`config.mk`:
```
export PLATFORM = sky130hd
export DESIGN_NAME = cam_addr_decoder
export DESIGN_NICKNAME = d
export VERILOG_FILES = /design/src/rtl/cam_pkg.sv /design/src/rtl/onehot_decoder.sv /design/src/rtl/cam_addr_decoder.sv
export SDC_FILE = /design/constraint.sdc
export NUM_CORES = 1
export LEC_CHECK = 0
export ABC_CLOCK_PERIOD_IN_PS = 1600
export BUFFER_PORTS_ARGS = -buffer_cell sky130_fd_sc_hd__buf_2
export CAP_MARGIN = 20
export CORE_MARGIN = 2
export CORE_UTILIZATION = 35
export DETAILED_ROUTE_END_ITERATION = 8
export HOLD_SLACK_MARGIN = 0.08
export PLACE_DENSITY = 0.64
export REMOVE_ABC_BUFFERS = 1
export SLEW_MARGIN = 0
export SYNTH_ARGS = -nofsm -noshare
export SYNTH_HDL_FRONTEND = slang
export SYNTH_SLANG_ARGS = --single-unit
```
`constraint.sdc`:
```
create_clock -name clk -period 1.6 [get_ports clk]
set_clock_uncertainty 0.1 [all_clocks]
set_input_delay 0.32 -clock clk [delete_from_list [all_inputs] [get_ports clk]]
set_output_delay 0.32 -clock clk [all_outputs]
set_load 0.05 [all_outputs]
```
`src/rtl/cam_pkg.sv`:
```
// -----------------------------------------------------------------------------
// cam_pkg
//
// Shared definitions for the CAM write path:
//   - CAM_WIDTH   : default number of CAM entries used across the CAM blocks
//   - state_e     : FSM encoding for cam_addr_decoder (ST_IDLE / ST_CLEAR)
//   - OP_INVAL /
//     OP_SET      : request op encoding, shared with the CAM controller
//   - addr_width(): index width for a given entry count (minimum 1 bit so a
//                   single-entry CAM still has a legal index port)
// -----------------------------------------------------------------------------
package cam_pkg;

    localparam int CAM_WIDTH = 4;

    typedef enum logic {
        ST_IDLE  = 1'b0,
        ST_CLEAR = 1'b1
    } state_e;

    localparam logic OP_INVAL = 1'b0;
    localparam logic OP_SET   = 1'b1;

    function automatic int addr_width(input int w);
        return (w > 1) ? $clog2(w) : 1;
    endfunction

endpackage

```
`src/rtl/onehot_decoder.sv`:
```
// -----------------------------------------------------------------------------
// onehot_decoder
//
// Purely combinational index -> one-hot row select. This is the inverse of
// the match encoder's 2:1 reduction slices: exactly one bit of onehot is set
// when addr names an existing row, none otherwise.
//
// Parameters:
//   WIDTH  : number of rows (need not be a power of two)
//   ADDR_W : index width
// Ports:
//   addr     in  ADDR_W  row index
//   onehot   out WIDTH   one-hot row select (all-zero when addr >= WIDTH)
//   in_range out 1       addr < WIDTH
// -----------------------------------------------------------------------------
module onehot_decoder #(
    parameter int WIDTH  = 4,
    parameter int ADDR_W = 2
) (
    input  logic [ADDR_W-1:0] addr,
    output logic [WIDTH-1:0]  onehot,
    output logic              in_range
);

    // One comparator per row; rows beyond the index space simply never
    // exist, so an out-of-range address naturally yields an all-zero vector.
    for (genvar gi = 0; gi < WIDTH; gi++) begin : g_row
        assign onehot[gi] = (addr == ADDR_W'(gi));
    end

    // Explicit range check rather than |onehot so the flag stays correct
    // even if the row comparators are ever restructured.
    assign in_range = ({{(32-ADDR_W){1'b0}}, addr} < 32'(WIDTH));

endmodule

```
`src/rtl/cam_addr_decoder.sv`:
```
// -----------------------------------------------------------------------------
// cam_addr_decoder
//
// Write side of the CAM: turns an encoded entry index plus op into a
// registered one-hot row write-enable, keeps a per-entry valid map, and runs
// a one-row-per-cycle clear-all sweep.
//
// Parameters:
//   WIDTH  : number of CAM entries (>= 1, any value)
//   ADDR_W : index width (1 when WIDTH == 1)
// Ports:
//   clk          in  1       clock, all state on posedge
//   rst          in  1       asynchronous active-high reset
//   in_valid     in  1       request present
//   in_ready     out 1       request accepted when in_valid && in_ready
//   in_addr      in  ADDR_W  target entry index
//   in_op        in  1       OP_SET = mark valid, OP_INVAL = invalidate
//   clear_all    in  1       invalidate every entry (level, sampled in IDLE)
//   out_we       out WIDTH   registered one-hot row write-enable
//   out_set      out 1       registered row valid-bit value (with out_we)
//   entry_valid  out WIDTH   registered valid map
//   full         out 1       every entry valid
//   busy         out 1       clear sweep in progress
//   err          out 1       one-cycle pulse: accepted in_addr >= WIDTH
// -----------------------------------------------------------------------------
module cam_addr_decoder
    import cam_pkg::*;
#(
    parameter int WIDTH  = CAM_WIDTH,
    parameter int ADDR_W = addr_width(WIDTH)
) (
    input  logic              clk,
    input  logic              rst,
    input  logic              in_valid,
    output logic              in_ready,
    input  logic [ADDR_W-1:0] in_addr,
    input  logic              in_op,
    input  logic              clear_all,
    output logic [WIDTH-1:0]  out_we,
    output logic              out_set,
    output logic [WIDTH-1:0]  entry_valid,
    output logic              full,
    output logic              busy,
    output logic              err
);

    // -------------------------------------------------------------------------
    // State
    // -------------------------------------------------------------------------
    state_e             state_q, state_d;
    logic [ADDR_W-1:0]  cnt_q, cnt_d;
    logic [WIDTH-1:0]   out_we_q, out_we_d;
    logic               out_set_q, out_set_d;
    logic               err_q, err_d;
    logic [WIDTH-1:0]   entry_valid_q, entry_valid_d;

    // -------------------------------------------------------------------------
    // Shared row decoder
    // -------------------------------------------------------------------------
    logic [ADDR_W-1:0]  dec_addr;
    logic [WIDTH-1:0]   dec_onehot;
    logic               dec_in_range;
    logic               sweep_sel;

    // The sweep counter drives the decoder whenever a clear row is being
    // written. cnt_q always rests at 0 in IDLE, so the first row of a fresh
    // clear_all comes from the same path as the rest of the sweep.
    assign sweep_sel = (state_q == ST_CLEAR) || clear_all;
    assign dec_addr  = sweep_sel ? cnt_q : in_addr;

    onehot_decoder #(
        .WIDTH  (WIDTH),
        .ADDR_W (ADDR_W)
    ) u_dec (
        .addr     (dec_addr),
        .onehot   (dec_onehot),
        .in_range (dec_in_range)
    );

    // -------------------------------------------------------------------------
    // Next-state / output logic
    // -------------------------------------------------------------------------
    always_comb begin
        state_d       = state_q;
        cnt_d         = cnt_q;
        out_we_d      = '0;
        out_set_d     = out_set_q;     // only meaningful alongside out_we
        err_d         = 1'b0;
        entry_valid_d = entry_valid_q;

        unique case (state_q)
            ST_IDLE: begin
                if (clear_all) begin
                    // Row 0 is cleared on the accepting edge itself.
                    out_we_d      = dec_onehot;
                    out_set_d     = 1'b0;
                    entry_valid_d = entry_valid_q & ~dec_onehot;
                    if (WIDTH > 1) begin
                        cnt_d   = ADDR_W'(1);
                        state_d = ST_CLEAR;
                    end
                end else if (in_valid) begin
                    if (dec_in_range) begin
                        out_we_d  = dec_onehot;
                        out_set_d = in_op;
                        if (in_op == OP_SET) begin
                            entry_valid_d = entry_valid_q | dec_onehot;
                        end else begin
                            entry_valid_d = entry_valid_q & ~dec_onehot;
                        end
                    end else begin
                        err_d = 1'b1;
                    end
                end
            end

            ST_CLEAR: begin
                // Requests and clear_all are not looked at here; in_ready is
                // low for the whole sweep so nothing is lost upstream.
                out_we_d      = dec_onehot;
                out_set_d     = 1'b0;
                entry_valid_d = entry_valid_q & ~dec_onehot;
                if (cnt_q == ADDR_W'(WIDTH - 1)) begin
                    cnt_d   = '0;
                    state_d = ST_IDLE;
                end else begin
                    cnt_d = cnt_q + ADDR_W'(1);
                end
            end

            default: begin
                state_d = ST_IDLE;
                cnt_d   = '0;
            end
        endcase
    end

    // -------------------------------------------------------------------------
    // Registers
    // -------------------------------------------------------------------------
    always_ff @(posedge clk or posedge rst) begin
        if (rst) begin
            state_q       <= ST_IDLE;
            cnt_q         <= '0;
            out_we_q      <= '0;
            out_set_q     <= 1'b0;
            err_q         <= 1'b0;
            entry_valid_q <= '0;
        end else begin
            state_q       <= state_d;
            cnt_q         <= cnt_d;
            out_we_q      <= out_we_d;
            out_set_q     <= out_set_d;
            err_q         <= err_d;
            entry_valid_q <= entry_valid_d;
        end
    end

    // -------------------------------------------------------------------------
    // Outputs
    // -------------------------------------------------------------------------
    assign in_ready    = (state_q == ST_IDLE) && !clear_all;
    assign out_we      = out_we_q;
    assign out_set     = out_set_q;
    assign err         = err_q;
    assign entry_valid = entry_valid_q;
    assign full        = &entry_valid_q;
    assign busy        = (state_q == ST_CLEAR);

endmodule
```
* After elaboration in Yosys (flattened, before gate mapping)
Index checks and enable logic that the tools add are counted.
Operators by class: equality and inequality tests 6, reduce and logical (&&, ||, !) cells 5, $add $sub $neg 1, bitwise logic cells 4, multiplexer cells 17
Operator list (count):
- 2-to-1 mux 4 bit | 5
- case mux 4 bit (2 select lines) | 2
- equality test 2 bit (second input constant) | 3
- 2-to-1 mux 2 bit | 3
- AND 4 bit | 1
- 2-to-1 mux 1 bit | 4
- NOT 4 bit | 1
- OR 4 bit | 1
- case mux 1 bit (2 select lines) | 2
- case mux 2 bit (2 select lines) | 1
- AND reduction 4 bit | 1
- != test 3 bit (second input constant) | 1
- adder 2 x 1 -> 2 bit (second input constant) | 1
- equality test 2 x 1 -> 1 bit (second input constant) | 1
- zero test 2 bit | 1
- != test 2 bit (second input constant) | 1
- logical AND 1 bit | 1
- zero test 1 bit | 1
- logical OR 1 bit | 1
- NOT 1 bit | 1
Storage, ports and cells: bits in registers 12, input port bits 7

* Logic depth before layout (Yosys ltp)
Gate-level depths: netlist of run 1.
word-level depth 9, gate-level depth with buffers 5, depth with buffers taken out 3

* Hierarchy
From an unflattened synthesis of run 1, not the netlist that was laid out.
Unflattened totals: cells, all modules 50, area total of the unflattened synthesis 581.8 µm²
Modules (own cells, without submodules):
- cam_addr_decoder | area an instance 544.3 µm², times used 1, cells an instance 44
- onehot_decoder | area an instance 37.5 µm², times used 1, cells an instance 6

* Least setup slack after synthesis of run 1
OpenSTA, ideal clock, no wires.
kind reg-to-reg, from reg state_q, in the netlist busy, to reg with a tool-made name, setup time 0.125 ns, required time 1.375 ns, stages on the path, launching flop included 6, buffers on the path 2, period minus slack after synthesis 1.709 ns, data arrival time 1.484 ns, setup slack -0.109 ns, path through dfrtp_1 -> buf_6 -> nor2_2 -> buf_6 -> o31a_1 -> mux2_4
RTL lines:
- start, declared | line cam_addr_decoder.sv:50 | state_e state_q, state_d;
- start signal, assigned | line cam_addr_decoder.sv:150 | state_q <= state_d;

* Final worst setup path of run 1
from reg state_q, in the netlist busy, to out busy
RTL lines:
- end, declared | line cam_addr_decoder.sv:43 | output logic busy,
No word-level cell between the ends.

==> metrics.txt, run 1 <==
outcome=finished, final reports clean; Mapped Avg Cell Area=12.2 sq um; kind of cell adding the most delay to the critical path=buffers and inverters; core area=1520 sq um; setup violators final=0; Vert. Die Dim=44.5 um; critical path data arrival time=1.10 ns; root buffer cell=clkbuf_4; Top Ports=20; number of cells in the design after placement=80; largest net degree at the start of global routing=13; CP Launch Type=flop; dominant cell type by area after synthesis=dfrtp_1; Ant. Diodes=0; area grow syn2layout=25.9%; GRT overflow=0; Syn Inst Count=47; WHS Path Cells=2; FF-to-FF setup slack=0.28 ns; final net count=78; die width=44.5 um; Synth area leaders=dfrtp_1, mux2i_1, nand4b_4, buf_6, o21ai_0; worst skew pair latency=0.27 ns; reg2reg start=cnt_q[0]$_DFFE_PP0P_; share of layout cells above drive strength 1=0.435; critical path class=flop to output port; Setup WS post-layout=0.0833 ns; synth warn=0; Hold EP=out_set$_DFFE_PP0P_; CP endpoint kind=output port; cell row count=14; clock slew at reported path FFs=0.07 ns; worst min-delay path category=primary input to flop; final worst path period share=0.948; post-synthesis sequential area ratio=0.523; fmax=659 MHz; htree depth=1; first-pass GRT wire length=1810 um; total of max-cap violations=0; gpl congestion=0.752; Die Area=1980 sq um; First DRT Iteration DRCs=5; post-synth top area share=0.523; drt drc=0; number of synthesized register bits=12; post-route insts no fill=85; Initial Util=0.377; Max VDD drop=0.000968 V; unrepaired setup endpoints after global routing=false; minimum clock period=1.52 ns; Design Power=1.34 mW; DR vias=429; port bufs=18; CTS tree=built; vias in the first global route=397; initial antenna violation count=0; pins over their slew limit=0; clk buf depth=2; critical-path maximum fanout=8; CTS buffer count=3; FF-to-FF path depth=3; Clock Sinks=12; Slowest cell on crit path=dfrtp_1; WP buf/inv=2; P_leak=0.400 nW; CP Data Required Time=1.18 ns; max incr delay on CP=0.39 ns; cells along the critical path=buf_4 -> buf_2; Hold Vio Cnt, Final=0; Total GRT Usage=0.134; hold_sp=clear_all; DR vias/cell=5.05; pre-CTS WS=0.163 ns; cell area power density=1860 nW/um^2; Final Util=0.475; DR WL/cell=12.6 um; DRT Pass-1 Iters=3; synthesized area=574 sq um; Post-DRT Antenna Nets=0; dpl hpwl=829 um; Cell variety after synth=24; DRT Wirelength=1070 um
## how the worst max path moves through the flow
stage / start / end / depth (start not counted)
after floorplan: busy$_DFF_PP0_ / flop / 3
after global placement: clear_all / in_ready / 3
after detailed placement: clear_all / in_ready / 3
after CTS: busy$_DFF_PP0_ / in_ready / 2
after global routing: busy$_DFF_PP0_ / busy / 2
final: busy$_DFF_PP0_ / busy / 2
## cell usage in the layout, fill, tap and decap left out
cell,synthesis,layout
nor2_4,0,1
nor3_1,2,2
o21bai_1,1,1
dlygate4sd3_1,0,1
nand4_1,1,1
inv_1,3,3
or2_2,1,1
and4_1,1,1
clkbuf_4,0,3
o31ai_1,1,1
clkbuf_8,0,1
and4bb_2,1,1
dfrtp_1,12,12
o211ai_1,1,1
a22o_2,1,1
o21ai_0,4,4
buf_4,1,3
nand2_1,2,2
ha_1,1,1
nand4b_4,1,1
o31a_1,1,1
buf_2,0,17
a21oi_1,2,2
mux2_4,1,1
nand4b_1,1,1
conb_1,1,1
mux2i_1,4,4
## cell usage after synthesis
cell	count
buf_4	1
dfrtp_1	12
buf_6	2
o31ai_1	1
o21ai_0	4
mux2i_1	4
o211ai_1	1
inv_1	3
conb_1	1
o21bai_1	1
mux2_4	1
ha_1	1
a21oi_1	2
nand2_1	2
or2_2	1
nor3_1	2
and4_1	1
nand4b_1	1
nand4_1	1
nor2_2	1
and4bb_2	1
nand4b_4	1
a22o_2	1
o31a_1	1
## timing repair
item	CTS	global route
hold endpoints to repair	12	0
hold buffers	1	0
cloned	0	0
buffers inserted	0	0
setup endpoints to repair	1	1
gates resized for setup	1	1
## cell type report
type | count | area (sq um)
flip-flops and latches | 12 | 300
inverters | 3 | 11.3
multi-input cells | 29 | 238
well taps | 16 | 20.0
repair buffers | 21 | 118
fillers | 152 | 801
clock buffers | 4 | 36.3
## cell families (layout without fill, tap and decap cells)
| family | after synthesis | count (layout) | synth area share |
|---|---|---|---|
| flops | 12 | 12 | 0.523 |
| compound gates | 11 | 11 | 0.124 |
| simple gates | 11 | 11 | 0.157 |
| buf+inv | 6 | 28 | 0.0719 |
| mux | 5 | 5 | 0.0959 |
| fa+ha+maj | 1 | 1 | 0.0218 |
| other cells | 1 | 1 | 0.00653 |
## power breakdown
| group | switching [mW] | total (mW) | internal [mW] |
|---|---|---|---|
| combinational | 0.440 | 0.623 | 0.183 |
| sequential | 0.0785 | 0.480 | 0.401 |
| clock | 0.103 | 0.241 | 0.138 |
## routing by layer
| metal | GRT usage | routed length (um) | vias up |
|---|---|---|---|
| met2 | 0.177 | 468 | 15 |
| met5 | 0 | 0 | - |
| met3 | 0.0612 | 70 | 2 |
| li1 | - | - | 214 |
| met1 | 0.186 | 521 | 198 |
| met4 | 0.0545 | 13 | 0 |
## through the flow
stage / hold slack, ns / cell area (sq um) / setup TNS [ns]
2_1_floorplan: 0.0847 / 544 / -3.04
3_3_place_gp: 0.241 / 669 / 0
3_5_place_dp: 0.244 / 669 / 0
4_1_cts: 0.167 / 718 / 0
5_1_grt: 0.194 / 723 / 0
6_report: 0.192 / 723 / 0
## worst register-to-register path, stage by stage (launching register included)
cell and delay (ns):
dfrtp_1 0.47, inv_1 0.09, o31a_1 0.31, mux2_4 0.25
(Power assumes the default switching activity.)
==> run 2: changes to the inputs <==
CORE_AREA = 2 2 39 41   (was not set)
CORE_MARGIN = not set   (was 2)
CORE_UTILIZATION = not set   (was 35)
DIE_AREA = 0 0 41 43   (was not set)
MAX_ROUTING_LAYER = met4   (was not set)
PLACE_DENSITY = 0.75   (was 0.64)
==> run 2 against run 1 <==
Effect of this change:
- final cell count grew 4.7%
- worst setup slack gained 0.0046 ns
- critical endpoint is now full
- sequential power grew 1%
- register-to-register slack lost 0.04 ns
- maximum frequency grew 0.31%
- die area shrank 11%
==> metrics.txt, run 2 (synthesized netlist as in run 1, its figures left out) <==
CTS buffer count=3 (unchanged); htree depth=1 (unchanged); routed wl met3=39 um (-44%); CP endpoint kind=output port; minimum clock period=1.51 ns (-0.00463 ns); Final Util=0.544 (+0.0698); Setup WS post-layout=0.0880 ns (+0.00463 ns); Initial Util=0.415 (+0.0382); critical path data arrival time=1.09 ns (about the same); Met1 Wirelength=480 um (-7.9%); CTS tree=built; largest net degree at the start of global routing=13 (unchanged); vias in the first global route=462 (+16%); Total GRT Usage=0.176 (+0.0423); DRT Pass-1 Iters=2 (-1); die width=41 um (-7.9%); first-pass GRT wire length=2000 um (+11%); DR vias=453 (+5.6%); Filler Cells Inserted=133 (-13%); gpl congestion=0.788 (+4.8%); drt drc=0 (unchanged); final worst path period share=0.945 (-0.00290); cell row count=14 (unchanged); port bufs=18 (unchanged); Switching Share=0.455 (-0.00727); Slowest cell on crit path=dfrtp_1; worst min-delay path category=primary input to flop; critical-path maximum fanout=3 (-5); DR WL/cell=13.8 um (+9.1%); DR vias/cell=5.09 (+0.85%); FF-to-FF path depth=5 (+2); Max VDD drop=0.000822 V (-15%); Post-DRT Antenna Nets=0 (unchanged); pins over their slew limit=0 (unchanged); Design Power=1.38 mW (+2.3%); First DRT Iteration DRCs=6 (+1); NetSw=626 uW (+0.69%); setup violators final=0 (unchanged); DR top layer=met4; crit path to=full; cells along the critical path=and4_1 -> buf_2; most frequent cells in the layout=buf_2, dfrtp_1, buf_4, o21ai_0, mux2i_1; post-route cell area=753 sq um (+4.2%); max incr delay on CP=0.38 ns (about the same); fmax=661 MHz (+0.31%); clock slew at reported path FFs=0.07 ns (about the same); pre-CTS WS=0.0400 ns (-0.123 ns); initial antenna violation count=0 (unchanged); GRT overflow=0 (unchanged); Reg power frac=0.353 (-0.004); DP Area=677 sq um (+1.1%); Cell Int Power=749 uW (+3.7%); Clock Sinks=12 (unchanged); combinational fraction of design power=0.474 (+0.010); CP Data Required Time=1.18 ns (about the same); metal2 WL=695 um (+49%); clk buf depth=2 (unchanged); reg2reg start=busy$_DFF_PP0_; Die Area=1760 sq um (-11%); dpl hpwl=974 um (+17%); cell area power density=1830 nW/um^2 (-1.8%); critical path class=flop to output port; Ant. Diodes=0 (unchanged); Hold Vio Cnt, Final=0 (unchanged); final net count=82 (+5.1%); total of max-cap violations=0 (unchanged); FF-to-FF setup slack=0.24 ns (-0.04 ns); commonest non-fill, non-tap cell in the layout=buf_2; DRT Wirelength=1230 um (+14%); root buffer cell=clkbuf_4; clock network power share=0.174 (-0.005); unrepaired setup endpoints after global routing=false; P_leak=0.421 nW (+5.2%); CP Launch Type=flop; outcome=finished, final reports clean; share of layout cells above drive strength 1=0.466 (+0.0310); Top Ports=20 (unchanged); Vert. Die Dim=43 um (-3.4%); area grow syn2layout=31.2%; worst skew pair latency=0.27 ns (about the same); core area=1380 sq um (-9.2%)
==> run 2: how the worst min path moves through the flow <==
stage / startpoint / endpoint / cells after the start
floorplan: rst / asynchronous set/reset pin / 1
detailed placement: rst / asynchronous set/reset pin / 2
global placement: rst / asynchronous set/reset pin / 2
global route: clear_all / out_set$_DFFE_PP0P_ / 2
finish: clear_all / out_set$_DFFE_PP0P_ / 2
CTS: clear_all / out_set$_DFFE_PP0P_ / 2
==> run 2: what timing repair did <==
item                       4_1_cts  5_1_grt
buffers inserted                 0        3
hold endpoints to repair        12        0
cloned                           0        0
pin swaps                        0        1
setup endpoints to repair        1        1
hold buffers                     1        0
resized for setup                2        0
==> run 2: layer usage <==
layer	up-vias	GRT usage
li1	221	-
met1	218	0.193
met2	12	0.291
met3	2	0.0314
met4	0	0.0800
met5	-	-
==> run 2: critical path: cells and delay by family, from the launching register on <==
kind	cells	cell delay (ns)
flops	1	0.38
buf+inv	1	0.25
simple gates	1	0.19
==> run 2: power by group through the flow <==
stage / Clock (mW) / Combinational (mW) / Sequential [mW]
6_report: 0.239 / 0.651 / 0.485
5_1_grt: 0.263 / 0.707 / 0.505
4_1_cts: 0.246 / 0.631 / 0.486
3_5_place_dp: 0 / 0.625 / 0.488
3_3_place_gp: 0 / 0.613 / 0.480
2_1_floorplan: 0 / 0.192 / 0.741
==> run 2: metrics by stage <==
step	std cells	hold slack (ns)	setup TNS, ns
after floorplan	44	0.0847	-3.04
after global routing	89	0.215	0
after global placement	81	0.235	0
after CTS	86	0.196	0
final	89	0.205	0
after detailed placement	81	0.241	0
==> run 2: cell type report <==
cell class                 instances  area, sq um  share of cell area
inverter                           3         11.3              0.0150
sequential                        12          300               0.399
multi-input combinational         29          238               0.316
tap                               16         20.0              0.0266
timing repair buffer              25          148               0.196
clock buffer                       4         36.3              0.0482
